$ cat src/rtl/rstseq_pkg.sv
// Shared types and constants for the PLL reset sequencer.
package rstseq_pkg;

  typedef enum logic [1:0] {
    PLL_RST   = 2'd0,
    WAIT_LOCK = 2'd1,
    RELEASE   = 2'd2,
    RUN       = 2'd3
  } state_e;

  localparam logic [7:0] RETRY_MAX = 8'd255;

  // Sizes the shared phase counter so it holds the largest terminal count.
  function automatic int max3(input int a, input int b, input int c);
    int m;
    m = (a > b) ? a : b;
    return (m > c) ? m : c;
  endfunction

endpackage

$ cat src/rtl/rstseq_sync2.sv
// Two-flop synchroniser with asynchronous active-low clear, used for pll_locked.
module rstseq_sync2 (
  input  logic clk,
  input  logic rst_n,
  input  logic d_i,
  output logic q_o
);

  logic meta_q;
  logic sync_q;

  // NOTE: flops take non-blocking assignments so both stages sample the pre-edge values.
  always_ff @(posedge clk or negedge rst_n) begin
    if (!rst_n) begin
      meta_q <= 1'b0;
      sync_q <= 1'b0;
    end else begin
      meta_q <= d_i;
      sync_q <= meta_q;
    end
  end

  assign q_o = sync_q;

endmodule

$ cat src/rtl/pll_reset_sequencer.sv
// Holds the PLL in reset, waits for a stable lock, then releases the domain resets in order.
// Define RSTSEQ_SOFT_RST_EN to add the soft_rst_req input (full re-sequence without a retry count).
module pll_reset_sequencer
  import rstseq_pkg::*;
#(
  parameter int NUM_DOMAINS         = 9,
  parameter int PLL_RST_CYCLES      = 16,
  parameter int LOCK_STABLE_CYCLES  = 1024,
  parameter int LOCK_TIMEOUT_CYCLES = 65536,
  parameter int STAGE_GAP_CYCLES    = 8
) (
  input  logic                   clk,
  input  logic                   rst_n,
  input  logic                   pll_locked,
`ifdef RSTSEQ_SOFT_RST_EN
  input  logic                   soft_rst_req,
`endif
  output logic                   pll_rst,
  output logic [NUM_DOMAINS-1:0] sys_rst_n,
  output logic                   ready,
  output logic [7:0]             retry_cnt
);

  localparam int CNT_W = $clog2(max3(PLL_RST_CYCLES, LOCK_TIMEOUT_CYCLES, STAGE_GAP_CYCLES) + 1);
  localparam int STB_W = $clog2(LOCK_STABLE_CYCLES + 1);
  localparam int IDX_W = (NUM_DOMAINS > 1) ? $clog2(NUM_DOMAINS) : 1;

  localparam logic [CNT_W-1:0] PLL_RST_LAST = CNT_W'(PLL_RST_CYCLES - 1);
  localparam logic [CNT_W-1:0] TIMEOUT_LAST = CNT_W'(LOCK_TIMEOUT_CYCLES - 1);
  localparam logic [CNT_W-1:0] GAP_LAST     = CNT_W'(STAGE_GAP_CYCLES - 1);
  localparam logic [STB_W-1:0] STABLE_LAST  = STB_W'(LOCK_STABLE_CYCLES - 1);
  localparam logic [IDX_W-1:0] IDX_LAST     = IDX_W'(NUM_DOMAINS - 1);

  state_e                 state_q, state_d;
  logic [CNT_W-1:0]       cnt_q, cnt_d;
  logic [STB_W-1:0]       stable_q, stable_d;
  logic [IDX_W-1:0]       idx_q, idx_d;
  logic                   pll_rst_q, pll_rst_d;
  logic [NUM_DOMAINS-1:0] sys_rst_n_q, sys_rst_n_d;
  logic                   ready_q, ready_d;
  logic [7:0]             retry_q, retry_d;
  logic                   retry_inc;
  logic                   lk;
  logic                   soft_req;

  rstseq_sync2 u_lock_sync (
    .clk   (clk),
    .rst_n (rst_n),
    .d_i   (pll_locked),
    .q_o   (lk)
  );

`ifdef RSTSEQ_SOFT_RST_EN
  assign soft_req = soft_rst_req;
`else
  assign soft_req = 1'b0;
`endif

  // NOTE: every variable gets a default before the case so no path leaves one unassigned (no latches).
  always_comb begin
    state_d     = state_q;
    cnt_d       = cnt_q;
    stable_d    = '0;
    idx_d       = idx_q;
    sys_rst_n_d = sys_rst_n_q;
    retry_d     = retry_q;
    retry_inc   = 1'b0;

    case (state_q)
      PLL_RST: begin
        if (cnt_q == PLL_RST_LAST) begin
          state_d = WAIT_LOCK;
          cnt_d   = '0;
        end else begin
          cnt_d = cnt_q + 1'b1;
        end
      end
      WAIT_LOCK: begin
        cnt_d    = cnt_q + 1'b1;
        stable_d = lk ? stable_q + 1'b1 : '0;
        // Stable lock is tested first so it wins over a coincident timeout.
        if (lk && stable_q == STABLE_LAST) begin
          state_d        = RELEASE;
          cnt_d          = '0;
          stable_d       = '0;
          idx_d          = '0;
          sys_rst_n_d[0] = 1'b1;
        end else if (cnt_q == TIMEOUT_LAST) begin
          state_d   = PLL_RST;
          cnt_d     = '0;
          retry_inc = 1'b1;
        end
      end
      RELEASE: begin
        if (idx_q == IDX_LAST) begin
          state_d = RUN;
        end else if (cnt_q == GAP_LAST) begin
          cnt_d              = '0;
          idx_d              = idx_q + 1'b1;
          sys_rst_n_d[idx_d] = 1'b1;
        end else begin
          cnt_d = cnt_q + 1'b1;
        end
      end
      RUN: begin
      end
    endcase

    // Lock loss (counted) or soft request (not counted) aborts any released state.
    if ((state_q == RELEASE || state_q == RUN) && (!lk || soft_req)) begin
      state_d     = PLL_RST;
      cnt_d       = '0;
      idx_d       = '0;
      sys_rst_n_d = '0;
      retry_inc   = !lk;
    end

    if (retry_inc && retry_q != RETRY_MAX) begin
      retry_d = retry_q + 1'b1;
    end

    pll_rst_d = (state_d == PLL_RST);
    ready_d   = (state_d == RUN);
  end

  always_ff @(posedge clk or negedge rst_n) begin
    if (!rst_n) begin
      state_q     <= PLL_RST;
      cnt_q       <= '0;
      stable_q    <= '0;
      idx_q       <= '0;
      pll_rst_q   <= 1'b1;
      sys_rst_n_q <= '0;
      ready_q     <= 1'b0;
      retry_q     <= '0;
    end else begin
      state_q     <= state_d;
      cnt_q       <= cnt_d;
      stable_q    <= stable_d;
      idx_q       <= idx_d;
      pll_rst_q   <= pll_rst_d;
      sys_rst_n_q <= sys_rst_n_d;
      ready_q     <= ready_d;
      retry_q     <= retry_d;
    end
  end

  assign pll_rst   = pll_rst_q;
  assign sys_rst_n = sys_rst_n_q;
  assign ready     = ready_q;
  assign retry_cnt = retry_q;

endmodule

$ cat config.mk
export PLATFORM = sky130hd
export DESIGN_NAME = pll_reset_sequencer
export DESIGN_NICKNAME = d
export VERILOG_FILES = /design/src/rtl/rstseq_pkg.sv /design/src/rtl/rstseq_sync2.sv /design/src/rtl/pll_reset_sequencer.sv
export SDC_FILE = /design/constraint.sdc
export NUM_CORES = 1
export LEC_CHECK = 0
export BUFFER_PORTS_ARGS = -buffer_cell sky130_fd_sc_hd__buf_4
export CORE_ASPECT_RATIO = 0.75
export CORE_UTILIZATION = 60
export DETAILED_ROUTE_END_ITERATION = 10
export HOLD_SLACK_MARGIN = 0.12
export PLACE_DENSITY = 0.83
export SYNTH_ARGS = -nofsm -noshare
export SYNTH_HDL_FRONTEND = slang
export SYNTH_SLANG_ARGS = --single-unit
$ cat constraint.sdc
create_clock -name clk -period 3.6 [get_ports clk]
set_input_delay 0.72 -clock clk [delete_from_list [all_inputs] [get_ports clk]]
set_output_delay 0.72 -clock clk [all_outputs]
set_load 0.02 [all_outputs]
======== Yosys cells after proc, flatten, opt, wreduce, memory -nomap -nowiden ========
Cells that the tools add are included.
Widths: inputs -> output; s select.
operators by class
  eq/ne operators ......................... 14
  order comparisons ....................... 2
  bitwise gates (word level) .............. 1
  mux-type cells .......................... 33
  add/sub/neg operators ................... 4
  reduce and logical (&&, ||, !) cells .... 15
operator list
  kind                   number
  $mux 17                6
  $pmux 17 s3            1
  $mux 11                3
  $mux 9                 3
  $add 17x1->17 const B  1
  $eq 17x16->1 const B   1
  $eq 17x3->1 const B    1
  $eq 17x4->1 const B    1
  $mux 4                 4
  $add 11x1->11 const B  1
  $eq 11x10->1 const B   1
  $mux 2                 5
  $or 9x9->9             1
  $add 8x1->8 const B    1
  $mux 8                 1
  $ne 8x8->1 const B     1
  $pmux 4 s2             1
  $eq 2x2->1 const B     3
  $mux 1                 6
  $ne 3x2->1 const B     2
  $pmux 2 s3             1
  $lt 4x5->1 const B     1
  $add 4x1->4 const B    1
  $demux 1 s4            1
  other kinds (16)       21
word-level totals
  bits in registers ....................... 55
  bits of input ports ..................... 3

======== Depth between registers and ports, before layout ========
  depth in word-level cells ............... 10
  gate-level depth with buffers ........... 11
  depth with buffers taken out ............ 11

======== Cells and area by module ========
A second synthesis with hierarchy kept.
unflattened totals
  cell total of the unflattened synthesis .. 312
  area, all modules ....................... 3135.5 µm²
modules (own cells, without submodules)
  module               cells an instance  instances  area an instance (µm²)  sequential area each (µm²)
  pll_reset_sequencer  310                1          3085.5                  1327.5
  rstseq_sync2         2                  1          50.0                    50.0

======== Worst setup path before layout ========
No wires, ideal clock.
  path type ............................... reg-to-reg
  from .................................... register cnt_q[0]
  to ...................................... register retry_q[1] (netlist: retry_cnt[1])
  path buffers ............................ 0
  data arrival time ....................... 2548 ps
  slack ................................... 928 ps
  period minus slack after synthesis ...... 2672 ps
  stages on the path, launching flop included .. 11
  cell sequence ........................... dfrtp_1 ha_1 nand4_1 or2_2 nor3_1 nand3_1 inv_1 ha_1 o21ai_0 o22ai_1 mux2_2
on the way
  longest elaborated chain between the ends .. 6
RTL lines
  element                 RTL line                    RTL
  start, declared         pll_reset_sequencer.sv:35   logic [CNT_W-1:0] cnt_q, cnt_d;
  start signal, assigned  pll_reset_sequencer.sv:138  cnt_q <= cnt_d;
  $eq 17x16->1            pll_reset_sequencer.sv:88   end else if (cnt_q == TIMEOUT_LAST) begin
  $mux 1                  pll_reset_sequencer.sv:88
  $mux 1                  pll_reset_sequencer.sv:82   if (lk && stable_q == STABLE_LAST) begin
  $mux 1                  pll_reset_sequencer.sv:69   case (state_q)
  $mux 1                  pll_reset_sequencer.sv:110  if ((state_q == RELEASE || state_q == RUN) && (!lk || soft_req)) begin
  $logic_and 1x1->1       pll_reset_sequencer.sv:118  if (retry_inc && retry_q != RETRY_MAX) begin
  end signal, assigned    pll_reset_sequencer.sv:144  retry_q <= retry_d;
  end, declared           pll_reset_sequencer.sv:41   logic [7:0] retry_q, retry_d;
Every way passes these cells.
A chain may end at the register's enable or synchronous reset.

======== Worst setup path after layout ========
Ends and elaborated chain as after synthesis.

==> out/qor.csv <==
metric,value,unit
status,"complete, no violations",
H-tree Lvls,2,
initial antenna violation count,0,
Hold Crit Class,reg -> reg,
CTS max path bufs,2,
vias per std cell,6.17,
HPWL after DPL,4.53,mm
CTS tree,done,
Critical Path Start Type,flip-flop,
P&R area growth vs syn,9.28,%
Residual DRC,0,
Die Area,5600,um2
clk sinks,55,
clock share of power,39.5,%
Worst-path clk slew,0.09,ns
number of global-route vias before repair,2338,
max-slew violation count,0,
final design utilization,69.8,%
syn avg cell area,10.0,um2
Post-synth EDFFs,0,
share of cells above drive strength 1,14.7,%
grt total ovfl,0,
total core area,4980,um2
asr flop ratio synth,100,%
Max VDD drop,181,uV
CP endpoint kind,flip-flop,
CP Max Fanout,8,
Syn Inst Count,318,
dpl cell area,3360,um2
worst r2r src,cnt_q[0],
Antenna Cells,0,
PwrDens,307,nW/um2
Final min period,3.10,ns
pin count of the biggest net entering global routing,56,
Clock Tree Root,clkbuf_8,
Starting DRT DRC Count,230,
DR pass1 iterations,4,
worst slew pin tran,0.855,ns
WS Path Type,reg -> reg,
Antenna Nets Post-Route,0,
routed via count,2544,
chip height,65.1,um
synthesis warning total,0,
clk_lat worst skew,0.31,ns
IO Port Bufs,21,
"Period Utilization, post-route",86.1,%
PnR worst setup slack,0.499,ns
Top-Level Pins,22,
Detailed Route WL,6.46,mm
Syn Std Cell Area,3180,um2
setup tns final,0,ns
worst endpoint required time,3.80,ns
main area contributors after synthesis,"dfrtp_1 42%, ha_1 5.9%, nor2_1 3.9%, xnor2_1 3.0%, nand3_1 2.8%",
Psw,0.216,mW
cts hold-fix bufs,0,
max_slew headroom,42.4,%
Yosys top cell by area,dfrtp_1,
global-route wire length before repair,11.2,mm
Hold EP,u_lock_sync.q_o,
sequential group share of total power,58.6,%
P_leak,1.61,nW
share of the synthesized area in the top cell type,42.5,%
row count,22,
RSZ-0062 raised after global routing,false,
final instance area,3480,um2
FF-to-FF path depth,10,
Setup Skew,0.00605,ns
"Primary FF master, synth",dfrtp_1,
crit path DAT,3.31,ns
"FF+latch count, synth",55,
"Setup Fix Bufs, Post-CTS",0,
"Seq/Total Area, Yosys",43.3,%
Mapped Nets,336,
RePlAce Congestion,0.842,
dpl ws,0.565,ns
Final setup viols,0,
Routed wire per std cell,15.7,um
Num CTS Buffers,5,
R2R setup slack,0.50,ns
WHS Path Cells,0,
hold path start,u_lock_sync.meta_q,
Net Sw Frac,20.3,%
final hold violation count,0,
P_int,0.851,mW
CTS resizes,0,
Fmax,322,MHz
GR Util All Layers,25.6,%
"Net count, final",357,
die extent in x,86.1,um
starting density of the core,63.9,%
maxcap violations,0,
combinational share of power,1.9,%
Netlist cell types,62,
R2R Path End,retry_cnt[1],
-- Yosys cell counts, drive strengths merged, types with 2 or more instances --
library cell  count
nand4b            2
o21ai            11
nand2            24
o21bai            2
o21a              2
buf               5
inv              19
nor3              4
and3              6
a21oi             9
nor4              7
a41oi             3
a31o              5
clkbuf            3
a22o              9
xnor2            11
nand4            13
nand3            18
and2              3
a31oi            10
ha               15
xor2              8
dfrtp            54
a311o             2
o22ai             3
nor2             33
or3               2
o2111ai           2
and4              6
mux2i             7
-- worst max-delay path by stage --
stage	start	end	slack, ns
after floorplan	cnt_q[0]	retry_cnt[1]	0.93
after global placement	cnt_q[0]	retry_cnt[1]	0.68
after detailed placement	cnt_q[0]	retry_cnt[1]	0.56
after CTS	cnt_q[0]	retry_cnt[1]	0.52
after global routing	cnt_q[0]	retry_cnt[1]	0.16
final	cnt_q[0]	retry_cnt[1]	0.50
-- power by group through the flow --
stage | Sequential, mW | Combinational [mW] | Clock (mW)
after floorplan | 0.636 | 0.00825 | 0
after global placement | 0.637 | 0.0216 | 0
after detailed placement | 0.637 | 0.0216 | 0
after CTS | 0.625 | 0.0217 | 0.427
after global routing | 0.626 | 0.0248 | 0.456
final | 0.625 | 0.0206 | 0.422
-- cells in the final DEF (no fill, tap or decap), types with 2 or more instances in the layout --
master,n
ha_1,15
a31o_1,3
a22o_1,9
nand4b_1,2
a31oi_1,9
mux2i_1,7
buf_4,23
xor2_1,8
clkbuf_8,6
o21ai_0,11
a31o_2,2
nand4_1,12
o22ai_1,3
a41oi_1,3
nand3_1,18
nor2_1,33
nand2_1,24
and2_1,2
xnor2_1,11
and4_1,5
a21oi_1,8
a311o_1,2
nor3_1,4
nor4_1,6
o21a_1,2
dfrtp_1,54
inv_1,19
and3_1,6
-- logic make-up (layout without fill, tap and decap cells) --
group	count (synthesis)	after routing	synth area share, %
AOI/OAI and AO/OA	66	66	16.8
xor gates and xnor gates	19	19	5.23
adders and majority gates	15	15	5.90
buffers and inverters	28	50	4.92
DFF	55	55	43.3
muxes	8	8	2.56
and+or+nand+nor	127	127	21.4
-- cell type report --
cell class | instances | area [um2]
Clock buffer | 6 | 82.6
Inverter | 19 | 71.3
Multi-Input combinational cell | 235 | 1650
Clock inverter | 2 | 35.0
Sequential cell | 55 | 1380
Timing Repair Buffer | 23 | 173
Tap cell | 72 | 90.1
Fill cell | 388 | 1510
-- state kept, by name (all words and copies together), names as in the netlist --
signal,flops
u_lock_sync.meta_q,1
ready,1
u_lock_sync.q_o,1
idx_q,4
stable_q,11
retry_cnt,8
pll_rst,1
cnt_q,17
state_q,2
sys_rst_n,9
-- routing by layer --
| metal | routed length [um] | global-route usage (%) | share of wire (%) |
|---|---|---|---|
| met5 | 0 | 0 | 0 |
| met4 | 14 | 3.33 | 0.22 |
| met3 | 312 | 6.11 | 4.8 |
| met2 | 2850 | 38.3 | 44 |
| met1 | 3280 | 38.8 | 51 |
-- worst max-delay path: stages, from the launching register on --
cell and delay, ns:
dfrtp_1 0.42, ha_1 0.32, nand4_1 0.16, or2_2 0.36, nor3_1 0.23, nand3_1 0.15
inv_1 0.08, ha_1 0.26, o21ai_0 0.13, o22ai_1 0.47, mux2_2 0.40
-- stage by stage --
| step | hold slack, ns | total power [mW] | cells |
|---|---|---|---|
| 2_1_floorplan | 0.331 | 0.644 | 318 |
| 3_3_place_gp | 0.345 | 0.659 | 404 |
| 3_5_place_dp | 0.336 | 0.659 | 404 |
| 4_1_cts | 0.358 | 1.07 | 412 |
| 5_1_grt | 0.361 | 1.11 | 412 |
| 6_report | 0.355 | 1.07 | 412 |
Note: power is estimated with default switching activity, not from simulation.
